File: src/rtl/phi2_mode_sequencer_if.sv
// Handshake bundle between the PHI2 mode sequencer and its host.
// The master drives enable/test_rise. The slave (the sequencer) returns the count and mode results.
interface phi2_mode_sequencer_if #(
  parameter int COUNT_W = 16
);
  logic               enable;
  logic               test_rise;
  logic [COUNT_W-1:0] edge_count;
  logic               count_valid;
  logic [1:0]         mode;
  logic               mode_locked;
  logic               mode_change;

  modport master (
    output enable,
    output test_rise,
    input  edge_count,
    input  count_valid,
    input  mode,
    input  mode_locked,
    input  mode_change
  );

  modport slave (
    input  enable,
    input  test_rise,
    output edge_count,
    output count_valid,
    output mode,
    output mode_locked,
    output mode_change
  );
endinterface

File: src/rtl/phi2_mode_sequencer.sv
// Measures PHI2 strobe counts in fixed windows, classifies them and commits a debounced bus mode.
// Optional fast clock-loss detection is built when PHI2_LOSS_FAST_EN is defined.
//
// state   | meaning
// IDLE    | disabled, counters held at zero
// MEASURE | counting test_rise strobes for WINDOW_CYC cycles
// EVAL    | classify the finished window, update candidate/streak/mode
module phi2_mode_sequencer #(
  parameter int WINDOW_CYC = 50000,
  parameter int COUNT_W    = 16,
  parameter int C64_MIN    = 900,
  parameter int C64_MAX    = 1100,
  parameter int C128_MIN   = 1900,
  parameter int C128_MAX   = 2150,
  parameter int CONFIRM    = 4,
  parameter int LOSS_CYC   = 2000
) (
  input logic                  clk_ref,
  input logic                  rst,
  phi2_mode_sequencer_if.slave bus
);

  localparam int WIN_W = $clog2(WINDOW_CYC + 1);
  localparam int STK_W = $clog2(CONFIRM + 1);

  localparam logic [1:0] MODE_NONE    = 2'b00;
  localparam logic [1:0] MODE_C64     = 2'b01;
  localparam logic [1:0] MODE_C128    = 2'b10;
  localparam logic [1:0] MODE_UNKNOWN = 2'b11;

  if (WINDOW_CYC < 1) begin : g_bad_window
    $error("phi2_mode_sequencer: WINDOW_CYC must be >= 1");
  end
  if (CONFIRM < 1) begin : g_bad_confirm
    $error("phi2_mode_sequencer: CONFIRM must be >= 1");
  end
  if (LOSS_CYC < 1) begin : g_bad_loss
    $error("phi2_mode_sequencer: LOSS_CYC must be >= 1");
  end
  if (C64_MIN > C64_MAX || C128_MIN > C128_MAX) begin : g_bad_bands
    $error("phi2_mode_sequencer: classification band min exceeds max");
  end

  typedef enum logic [1:0] {
    ST_IDLE    = 2'd0,
    ST_MEASURE = 2'd1,
    ST_EVAL    = 2'd2
  } state_t;

  state_t             state_q;
  logic [WIN_W-1:0]   win_q;
  logic [COUNT_W-1:0] cnt_q;
  logic [COUNT_W-1:0] edge_count_q;
  logic               count_valid_q;
  logic [1:0]         mode_q;
  logic               mode_locked_q;
  logic               mode_change_q;
  logic [1:0]         cand_q;
  logic [STK_W-1:0]   streak_q;

  logic [COUNT_W-1:0] cnt_d;
  logic [1:0]         class_d;
  logic [1:0]         cand_d;
  logic [STK_W-1:0]   streak_d;
  logic               commit_d;

`ifdef PHI2_LOSS_FAST_EN
  localparam int RUN_W = $clog2(LOSS_CYC + 1);
  logic [RUN_W-1:0] run_q;
  logic             loss_q;
  logic             loss_hit;

  // run_q counts down the strobe-free cycles still allowed before loss
  assign loss_hit = (state_q == ST_MEASURE) && !bus.test_rise && (run_q == RUN_W'(1));
`endif

  always_comb begin
    cnt_d = cnt_q;
    if (bus.test_rise && (cnt_q != {COUNT_W{1'b1}})) begin
      cnt_d = cnt_q + COUNT_W'(1);
    end
  end

  always_comb begin
    class_d = MODE_UNKNOWN;
    if (edge_count_q == '0) begin
      class_d = MODE_NONE;
    end else if (edge_count_q >= COUNT_W'(C64_MIN) && edge_count_q <= COUNT_W'(C64_MAX)) begin
      class_d = MODE_C64;
    end else if (edge_count_q >= COUNT_W'(C128_MIN) && edge_count_q <= COUNT_W'(C128_MAX)) begin
      class_d = MODE_C128;
    end
  end

  always_comb begin
    cand_d   = cand_q;
    streak_d = streak_q;
    if (class_d == cand_q) begin
      if (streak_q != STK_W'(CONFIRM)) begin
        streak_d = streak_q + STK_W'(1);
      end
    end else begin
      cand_d   = class_d;
      streak_d = STK_W'(1);
    end
    commit_d = (streak_d == STK_W'(CONFIRM)) && (cand_d != mode_q);
  end

  always_ff @(posedge clk_ref) begin
    if (rst) begin
      state_q       <= ST_IDLE;
      win_q         <= '0;
      cnt_q         <= '0;
      edge_count_q  <= '0;
      count_valid_q <= 1'b0;
      mode_q        <= MODE_NONE;
      mode_locked_q <= 1'b0;
      mode_change_q <= 1'b0;
      cand_q        <= MODE_NONE;
      streak_q      <= '0;
`ifdef PHI2_LOSS_FAST_EN
      run_q         <= '0;
      loss_q        <= 1'b0;
`endif
    end else begin
      count_valid_q <= 1'b0;
      mode_change_q <= 1'b0;
      case (state_q)
        ST_IDLE: begin
          win_q <= '0;
          cnt_q <= '0;
          if (bus.enable) begin
            state_q <= ST_MEASURE;
            win_q   <= WIN_W'(WINDOW_CYC - 1);
`ifdef PHI2_LOSS_FAST_EN
            run_q   <= RUN_W'(LOSS_CYC);
`endif
          end
        end

        ST_MEASURE: begin
          if (!bus.enable) begin
            state_q  <= ST_IDLE;
            win_q    <= '0;
            cnt_q    <= '0;
            streak_q <= '0;
          end
`ifdef PHI2_LOSS_FAST_EN
          else if (loss_hit) begin
            state_q <= ST_EVAL;
            loss_q  <= 1'b1;
            win_q   <= '0;
            cnt_q   <= '0;
          end
`endif
          else if (win_q == '0) begin
            state_q       <= ST_EVAL;
            edge_count_q  <= cnt_d;
            count_valid_q <= 1'b1;
            cnt_q         <= '0;
          end else begin
            win_q <= win_q - WIN_W'(1);
            cnt_q <= cnt_d;
`ifdef PHI2_LOSS_FAST_EN
            run_q <= bus.test_rise ? RUN_W'(LOSS_CYC) : run_q - RUN_W'(1);
`endif
          end
        end

        ST_EVAL: begin
`ifdef PHI2_LOSS_FAST_EN
          if (loss_q) begin
            loss_q   <= 1'b0;
            cand_q   <= MODE_NONE;
            streak_q <= STK_W'(CONFIRM);
            if (mode_q != MODE_NONE) begin
              mode_q        <= MODE_NONE;
              mode_locked_q <= 1'b0;
              mode_change_q <= 1'b1;
            end
          end else
`endif
          begin
            cand_q   <= cand_d;
            streak_q <= streak_d;
            if (commit_d) begin
              mode_q        <= cand_d;
              mode_locked_q <= (cand_d == MODE_C64) || (cand_d == MODE_C128);
              mode_change_q <= 1'b1;
            end
          end
          cnt_q <= '0;
          if (bus.enable) begin
            state_q <= ST_MEASURE;
            win_q   <= WIN_W'(WINDOW_CYC - 1);
`ifdef PHI2_LOSS_FAST_EN
            run_q   <= RUN_W'(LOSS_CYC);
`endif
          end else begin
            state_q <= ST_IDLE;
            win_q   <= '0;
          end
        end

        default: begin
          state_q <= ST_IDLE;
          win_q   <= '0;
          cnt_q   <= '0;
        end
      endcase
    end
  end

  assign bus.edge_count  = edge_count_q;
  assign bus.count_valid = count_valid_q;
  assign bus.mode        = mode_q;
  assign bus.mode_locked = mode_locked_q;
  assign bus.mode_change = mode_change_q;

endmodule

File: src/flat_wrapper.sv
// flat-port wrapper written by rule: the top's interface ports become plain ports
module phi2_mode_sequencer_flat 
#(
  parameter int WINDOW_CYC = 50000,
  parameter int COUNT_W    = 16,
  parameter int C64_MIN    = 900,
  parameter int C64_MAX    = 1100,
  parameter int C128_MIN   = 1900,
  parameter int C128_MAX   = 2150,
  parameter int CONFIRM    = 4,
  parameter int LOSS_CYC   = 2000
)
  (clk_ref, rst, bus_enable, bus_test_rise, bus_edge_count, bus_count_valid, bus_mode, bus_mode_locked, bus_mode_change);
  phi2_mode_sequencer_if #(.COUNT_W(COUNT_W)) bus_i ();
  input logic clk_ref;
  input logic rst;
  input wire logic [$bits(bus_i.enable)-1:0] bus_enable;
  input wire logic [$bits(bus_i.test_rise)-1:0] bus_test_rise;
  output wire logic [$bits(bus_i.edge_count)-1:0] bus_edge_count;
  output wire logic [$bits(bus_i.count_valid)-1:0] bus_count_valid;
  output wire logic [$bits(bus_i.mode)-1:0] bus_mode;
  output wire logic [$bits(bus_i.mode_locked)-1:0] bus_mode_locked;
  output wire logic [$bits(bus_i.mode_change)-1:0] bus_mode_change;
  assign bus_i.enable = bus_enable;
  assign bus_i.test_rise = bus_test_rise;
  assign bus_edge_count = bus_i.edge_count;
  assign bus_count_valid = bus_i.count_valid;
  assign bus_mode = bus_i.mode;
  assign bus_mode_locked = bus_i.mode_locked;
  assign bus_mode_change = bus_i.mode_change;
  phi2_mode_sequencer #(.WINDOW_CYC(WINDOW_CYC), .COUNT_W(COUNT_W), .C64_MIN(C64_MIN), .C64_MAX(C64_MAX), .C128_MIN(C128_MIN), .C128_MAX(C128_MAX), .CONFIRM(CONFIRM), .LOSS_CYC(LOSS_CYC)) u_core (.clk_ref(clk_ref), .rst(rst), .bus(bus_i));
endmodule
File: config.mk
export PLATFORM = sky130hd
export DESIGN_NAME = phi2_mode_sequencer_flat
export DESIGN_NICKNAME = d
export VERILOG_FILES = /design/src/rtl/phi2_mode_sequencer_if.sv /design/src/rtl/phi2_mode_sequencer.sv /design/src/flat_wrapper.sv
export SDC_FILE = /design/constraint.sdc
export NUM_CORES = 1
export LEC_CHECK = 0
export CAP_MARGIN = 20
export CORE_MARGIN = 2
export CORE_UTILIZATION = 52
export CTS_CLUSTER_SIZE = 25
export DETAILED_ROUTE_END_ITERATION = 16
export PLACE_DENSITY = 0.83
export SKIP_CTS_REPAIR_TIMING = 1
export SYNTH_ARGS = -nofsm -noshare
export SYNTH_HDL_FRONTEND = slang
export SYNTH_SLANG_ARGS = --single-unit
File: constraint.sdc
create_clock -name clk_ref -period 2.7 [get_ports clk_ref]
set_input_delay 0.81 -clock clk_ref [delete_from_list [all_inputs] [get_ports clk_ref]]
set_output_delay 0.81 -clock clk_ref [all_outputs]
set_load 0.1 [all_outputs]
==> summary.txt, run 1 <==
Outcome
  – Status: finished with violations
  – Failing checks: setup timing

GRT
  – Vias in the first global route: 2349
  – GRT Residual Overflow: 0
  – Largest net degree at the start of global routing: 32
  – First-pass GRT wire length: 10800 um
  – All-Layer GR Usage: 22.1%
  – Initial antenna violation count: 0

Setup path
  – Worst setup SP type: flop
  – R2R cell count: 7
  – Worst Path Required: 2.93 ns
  – Worst EP arrival: 2.96 ns
  – Worst-path fanout max: 3
  – FF-to-FF End: u_core.bus.mode_locked
  – CP endpoint kind: flop
  – Crit Path Category: reg -> reg
  – Register-to-register setup slack: -0.03 ns
  – Largest stage delay, worst path: 0.54 ns
  – CP Cell Sequence: or4_4 > or3_4 > or3_4 > a21boi_2 > nor4b_1 > or4_4 > mux2_4
  – CP max-delay cell: or4_4
  – Reg2reg start: u_core.bus.edge_count[14]

Drt
  – DR WL/cell: 14.1 um
  – Post-route ant nets: 0
  – Post-Route WL: 6450 um
  – DR iter-0 viols: 193
  – Drt drc: 0
  – Vias after detailed routing: 2543
  – Pre-antenna DRT Iters: 4
  – Via density: 5.58

Synthesis
  – Post-synth EDFFs: 0
  – Mapped Avg Cell Area: 8.38 um2
  – Top cell type's share of synthesized area: 41.7%
  – Synth Net Count: 352
  – Unique masters post-synth: 45
  – Synthesized flop and latch total: 60
  – Yosys warns: 0
  – Leading post-synthesis cells by instance count: 60 x dfxtp_1, 52 x nor2_1, 28 x nand2_1
  – Synth area leader: dfxtp_1
  – Cell count after synthesis: 344
  – Largest cells by area after synthesis: dfxtp_1 42%, nor2_1 6.8%, xor2_1 5.8%
  – Post-synth ARST share: 0%
  – Top-count cell post-synth: dfxtp_1
  – Main synth FF type: dfxtp_1
  – Sequential fraction of the synthesis area: 41.7%
  – Mapped cell area: 0.00288 mm2

Clocking
  – H-tree Lvls: 3
  – CTS root buffer: clkbuf_8
  – Clock Pin Slew Worst Setup and Hold Paths: 0.06 ns
  – Clock Path Buffers: 2
  – CTS Buf Count: 9
  – Clock Latency Late Sink: 0.35 ns
  – CTS tree: built
  – Clk sinks: 60

STA
  – RSZ-0062 raised after global routing: yes
  – Max Slew Vio Count: 0
  – Final Hold Fails: 0
  – F_max: 366 MHz
  – Min setup slack post-route: -0.0290 ns
  – Worst slew margin: 63.9%
  – Final period util: 101%
  – Worst Clk Skew: 0.00883 ns
  – Post-route minimum period: 2.73 ns
  – Slew @ Worst Pin: 0.541 ns
  – WHS: 0.499 ns
  – Final setup fails: 2

Min path
  – Hold/Removal Path Class: reg -> reg
  – Hold_sp: u_core.win_q[1]
  – Hold Path Stages: 2
  – WHS Endpoint: u_core.win_q[1]

Placed design
  – I/O Buffers: 24
  – Post-DP HPWL: 4480 um
  – DP Area: 0.00325 mm2
  – Placer Congestion: 0.821

Power and ir drop
  – Peak supply drop: 0.344 mV
  – Power per cell area: 549 mW/mm2
  – Leakage: 0.00134 uW

Floorplanning
  – Initial core utilization: 53.0%
  – Die Wd: 78.5 um
  – Area of the core: 0.00544 mm2
  – Ports: 25
  – Die Area: 0.00616 mm2
  – Die height: 78.5 um
  – Num rows: 27

Finish
  – Area growth syn-to-layout: 20.4%
  – Layout cells sized above 1: 20.6%
  – Diodes inserted: 0
  – Final net count: 387
  – Finished layout cell area: 0.00347 mm2

Job
  – Max-Cap Viols: 0
==> through the flow <==
step	worst slack, ns	std cells	setup TNS, ns	util [%]	total power, uW
final	-0.0290	456	-0.0310	63.8	1910
after CTS	-0.0877	456	-0.203	63.2	1910
after global placement	-0.0463	440	-0.0651	59.8	1140
after detailed placement	-0.0690	440	-0.142	59.8	1150
after global routing	-0.0894	456	-0.232	63.8	1980
after floorplan	-0.225	344	-0.319	-	1090
==> layer usage <==
| layer | track usage, % | share of wire (%) | vias up |
|---|---|---|---|
| met5 | 0 | 0 | - |
| met4 | 8.42 | 1.6 | 0 |
| met3 | 5.63 | 3.3 | 12 |
| met2 | 36.8 | 49 | 44 |
| met1 | 27.5 | 46 | 1193 |
| li1 | - | - | 1294 |
==> cell families after synthesis <==
| kind of cell | count (synthesis) | share of synthesized area [%] |
|---|---|---|
| AOI/OAI and AO/OA | 60 | 13.6 |
| xor gates and xnor gates | 28 | 8.51 |
| adders and majority gates | 4 | 1.74 |
| buffers and inverters | 23 | 3.34 |
| DFF | 60 | 41.7 |
| muxes | 4 | 1.56 |
| and+or+nand+nor | 165 | 29.6 |
==> sequential cells by signal (all words and copies together) (netlist names) <==
signal,cells
u_core.bus.edge_count,16
u_core.cnt_q,16
u_core.win_q,16
u_core.streak_q,3
u_core.bus.mode,2
u_core.cand_q,2
u_core.state_q,2
u_core.bus.count_valid,1
u_core.bus.mode_change,1
u_core.bus.mode_locked,1
==> power by group <==
group	switching [uW]	internal, uW
Combinational	135	86.8
Clock	347	421
Sequential	18.9	897
==> worst max-delay path: cells and delay by family, from the launching register on <==
| family | cells | cell delay (ns) |
|---|---|---|
| mux | 1 | 0.30 |
| simple gates | 5 | 1.84 |
| flops | 1 | 0.34 |
| compound gates | 1 | 0.13 |
==> how the worst max path moves through the flow <==
stage	endpoint	startpoint	slack, ns	depth (start not counted)
after CTS	u_core.bus.mode_locked	u_core.bus.edge_count[14]	-0.09	7
final	u_core.bus.mode_locked	u_core.bus.edge_count[14]	-0.03	7
after detailed placement	u_core.bus.mode_locked	u_core.bus.edge_count[14]	-0.07	7
after global routing	u_core.bus.mode_locked	u_core.bus.edge_count[14]	-0.09	7
after global placement	u_core.bus.mode_locked	u_core.bus.edge_count[14]	-0.05	7
after floorplan	u_core.bus.mode_locked	u_core.bus.edge_count[14]	-0.22	8
==> layout make-up <==
| type | instances | area (um2) |
|---|---|---|
| Clock inverter | 5 | 52.6 |
| Fill cell | 444 | 1970 |
| Tap cell | 72 | 90.1 |
| Sequential cell | 60 | 1230 |
| Multi-Input combinational cell | 261 | 1630 |
| Inverter | 8 | 30.0 |
| Timing Repair Buffer | 39 | 313 |
| Clock buffer | 11 | 131 |
==> cell usage in the layout (no fill, tap or decap), drive strengths merged, types with 4 or more instances in the layout <==
master,n
ha,4
a21oi,19
nand4,7
nor2,53
xor2,19
inv,8
xnor2,9
nor2b,5
o21ai,7
or4,6
a211oi,17
or3,9
nand2b,7
and3,6
nand3,11
nand2,28
and2,4
a31oi,6
clkbuf,11
dfxtp,60
nor4,6
nor3,11
buf,36
nor4b,4
(Power assumes the default switching activity.)
==> inputs of run 2 (changes only) <==
- CTS_CLUSTER_SIZE: 25 -> unset
- HOLD_SLACK_MARGIN: unset -> 0.03
==> results of run 2 <==
Final layout, timing and power as in run 1 (identical DEF).
==> inputs of run 3 (changes only) <==
- ABC_AREA: unset -> 1
- PLACE_DENSITY: 0.83 -> 0.82
==> run 3 against run 2 <==
The flow now finishes without violations. Design area increased by 3.9%. Highest routed layer unchanged. Power increased by 10%. First-iteration DRC count increased by 7.8%. Register-to-register slack improved by 0.51 ns. Critical endpoint is now u_core.bus.edge_count[15]. Combinational power increased by 56%. Flip-flop and latch count unchanged. Cell count increased by 23%. Sequential share of layout area decreased by 2.1 points. Worst setup slack improved by 0.49 ns. Maximum frequency increased by 22%.
==> summary.txt, run 3 <==
Synthesis
  – Main synth FF type: dfxtp_1
  – Synth Net Count: 456
  – Top-count cell post-synth: inv_1
  – Cell count after synthesis: 448
  – Synth area leader: dfxtp_1
  – Post-synth ARST share: 0%
  – Leading post-synthesis cells by instance count: 78 x inv_1, 71 x nand2_1, 65 x nor2_1
  – Mapped cell area: 0.00314 mm2
  – Post-synth EDFFs: 0
  – Sequential fraction of the synthesis area: 38.3%
  – Unique masters post-synth: 36
  – Yosys warns: 0
  – Top cell type's share of synthesized area: 38.3%
  – Synthesized flop and latch total: 60
  – Mapped Avg Cell Area: 7.00 um2
  – Largest cells by area after synthesis: dfxtp_1 38%, inv_1 9.3%, nand2_1 8.5%

Setup path
  – Top cell family by delay on the critical path: buffers and inverters
  – Largest stage delay, worst path: 0.48 ns
  – CP max-delay cell: clkdlybuf4s50_1
  – Worst EP arrival: 2.53 ns
  – Crit Path Category: in -> reg
  – CP Cell Sequence: clkdlybuf4s50_1 > inv_1 > nor2_4 > inv_1 > nor2_2 > inv_1 > nor2_1 > a21oi_1 > o21bai_1 > inv_1
  – Worst-path fanout max: 6
  – CP endpoint kind: flop
  – Most common cell on crit path: inv_1
  – CP Depth: 10
  – Register-to-register setup slack: 0.48 ns
  – R2R cell count: 11
  – Worst Path Buf+Inv: 5
  – Worst setup SP type: primary input
  – Worst Path Required: 2.99 ns

GRT
  – Initial antenna violation count: 0
  – Vias in the first global route: 2746
  – First-pass GRT wire length: 11900 um
  – Largest net degree at the start of global routing: 19
  – GRT Residual Overflow: 0
  – All-Layer GR Usage: 23.1%

Power and ir drop
  – Total power: 2100 uW
  – Peak supply drop: 0.325 mV
  – Power per cell area: 582 mW/mm2
  – Leakage: 0.00166 uW

Floorplanning
  – Die Wd: 81.7 um
  – Die Area: 0.00667 mm2
  – Num rows: 28
  – Ports: 25
  – Initial core utilization: 53.3%
  – Area of the core: 0.00589 mm2
  – Die height: 81.7 um

Finish
  – Most frequent cells in the layout: 78 x inv_1, 71 x nand2_1, 65 x nor2_1, 60 x dfxtp_1, 34 x a21oi_1
  – Final net count: 488
  – Area growth syn-to-layout: 14.9%
  – Most common cell after layout, fill and taps aside: inv_1
  – Diodes inserted: 0
  – Layout cells sized above 1: 13.8%
  – Util after Layout: 61.3%

STA
  – Setup TNS: 0 ns
  – Worst slew margin: 63.2%
  – Final Hold Fails: 0
  – F_max: 446 MHz
  – RSZ-0062 raised after global routing: no
  – Slew @ Worst Pin: 0.550 ns
  – Max Slew Vio Count: 0
  – Worst Clk Skew: 0.00850 ns
  – Final period util: 83.0%
  – WHS: 0.490 ns
  – Post-route minimum period: 2.24 ns
  – Final setup fails: 0

Drt
  – DR WL/cell: 12.4 um
  – Pre-antenna DRT Iters: 4
  – Post-Route WL: 6970 um
  – Vias after detailed routing: 2892
  – Via density: 5.16
  – Drt drc: 0
  – DR iter-0 viols: 208
  – Post-route ant nets: 0

Clocking
  – Clock Pin Slew Worst Setup and Hold Paths: 0.07 ns
  – Clock Path Buffers: 2
  – CTS tree: built
  – Clock Latency Late Sink: 0.34 ns
  – CTS Buf Count: 9
  – CTS root buffer: clkbuf_8
  – H-tree Lvls: 3
  – Clk sinks: 60

Placed design
  – Placer Congestion: 0.917
  – Post-DP HPWL: 5250 um
  – I/O Buffers: 24

Min path
  – Hold/Removal Path Class: reg -> reg
  – Hold Path Stages: 1

Job
  – Max-Cap Viols: 0

Outcome
  – Status: finished, final reports clean
[run 3: where the power goes]
group / switching (uW) / internal, uW / total [uW]
Combinational: 243 / 104 / 347
Sequential: 27.6 / 910 / 937
Clock: 366 / 449 / 815
[run 3: logic make-up after synthesis]
family          count (synthesis)  synth area share (%)
simple gates                  206                  31.1
compound gates                 71                  12.6
buf+inv                        87                  10.9
fa+ha+maj                       4                  1.59
flops                          60                  38.3
xor+xnor                       20                  5.58
[run 3: through the flow]
stage	cell area (um2)	cells	setup slack, ns
floorplan	3140	448	0.333
global placement	3400	544	0.178
detailed placement	3400	544	0.103
CTS	3610	560	0.445
global route	3610	560	0.335
finish	3610	560	0.459
[run 3: path summary, 6_finish.rpt]
kind                    from                         to
max               bus_enable  u_core.bus.edge_count[15]
min reg2reg  u_core.win_q[5]            u_core.win_q[5]
min          u_core.win_q[5]            u_core.win_q[5]
max reg2reg  u_core.win_q[0]   u_core.bus.edge_count[1]
[run 3: worst register-to-register path, stage by stage (launching register included)]
cell	delay (ns)
dfxtp_1	0.33
inv_1	0.10
ha_1	0.20
nand2_2	0.11
nor2_4	0.15
nand2_2	0.09
nor4_4	0.29
nand3_4	0.25
nor2_8	0.31
a21oi_1	0.13
o21ai_0	0.09
inv_1	0.06
[run 3: cell type report]
cell class                      count  area (um2)
Multi-Input combinational cell    301        1600
Tap cell                           75        93.8
Inverter                           81         304
Clock buffer                       10         138
Timing Repair Buffer               27         210
Sequential cell                    60        1200
Fill cell                         539        2280
Clock inverter                      6        63.8
[run 3: routing by layer]
metal  GRT usage [%]  share of wire (%)  vias to the layer above  wire (um)
li1                -                  -                     1477          -
met1            27.3                 44                     1339       3050
met2            40.9                 49                       64       3440
met3            3.96                4.8                       12        337
met4            10.7                2.0                        0        139
met5               0                  0                        -          0
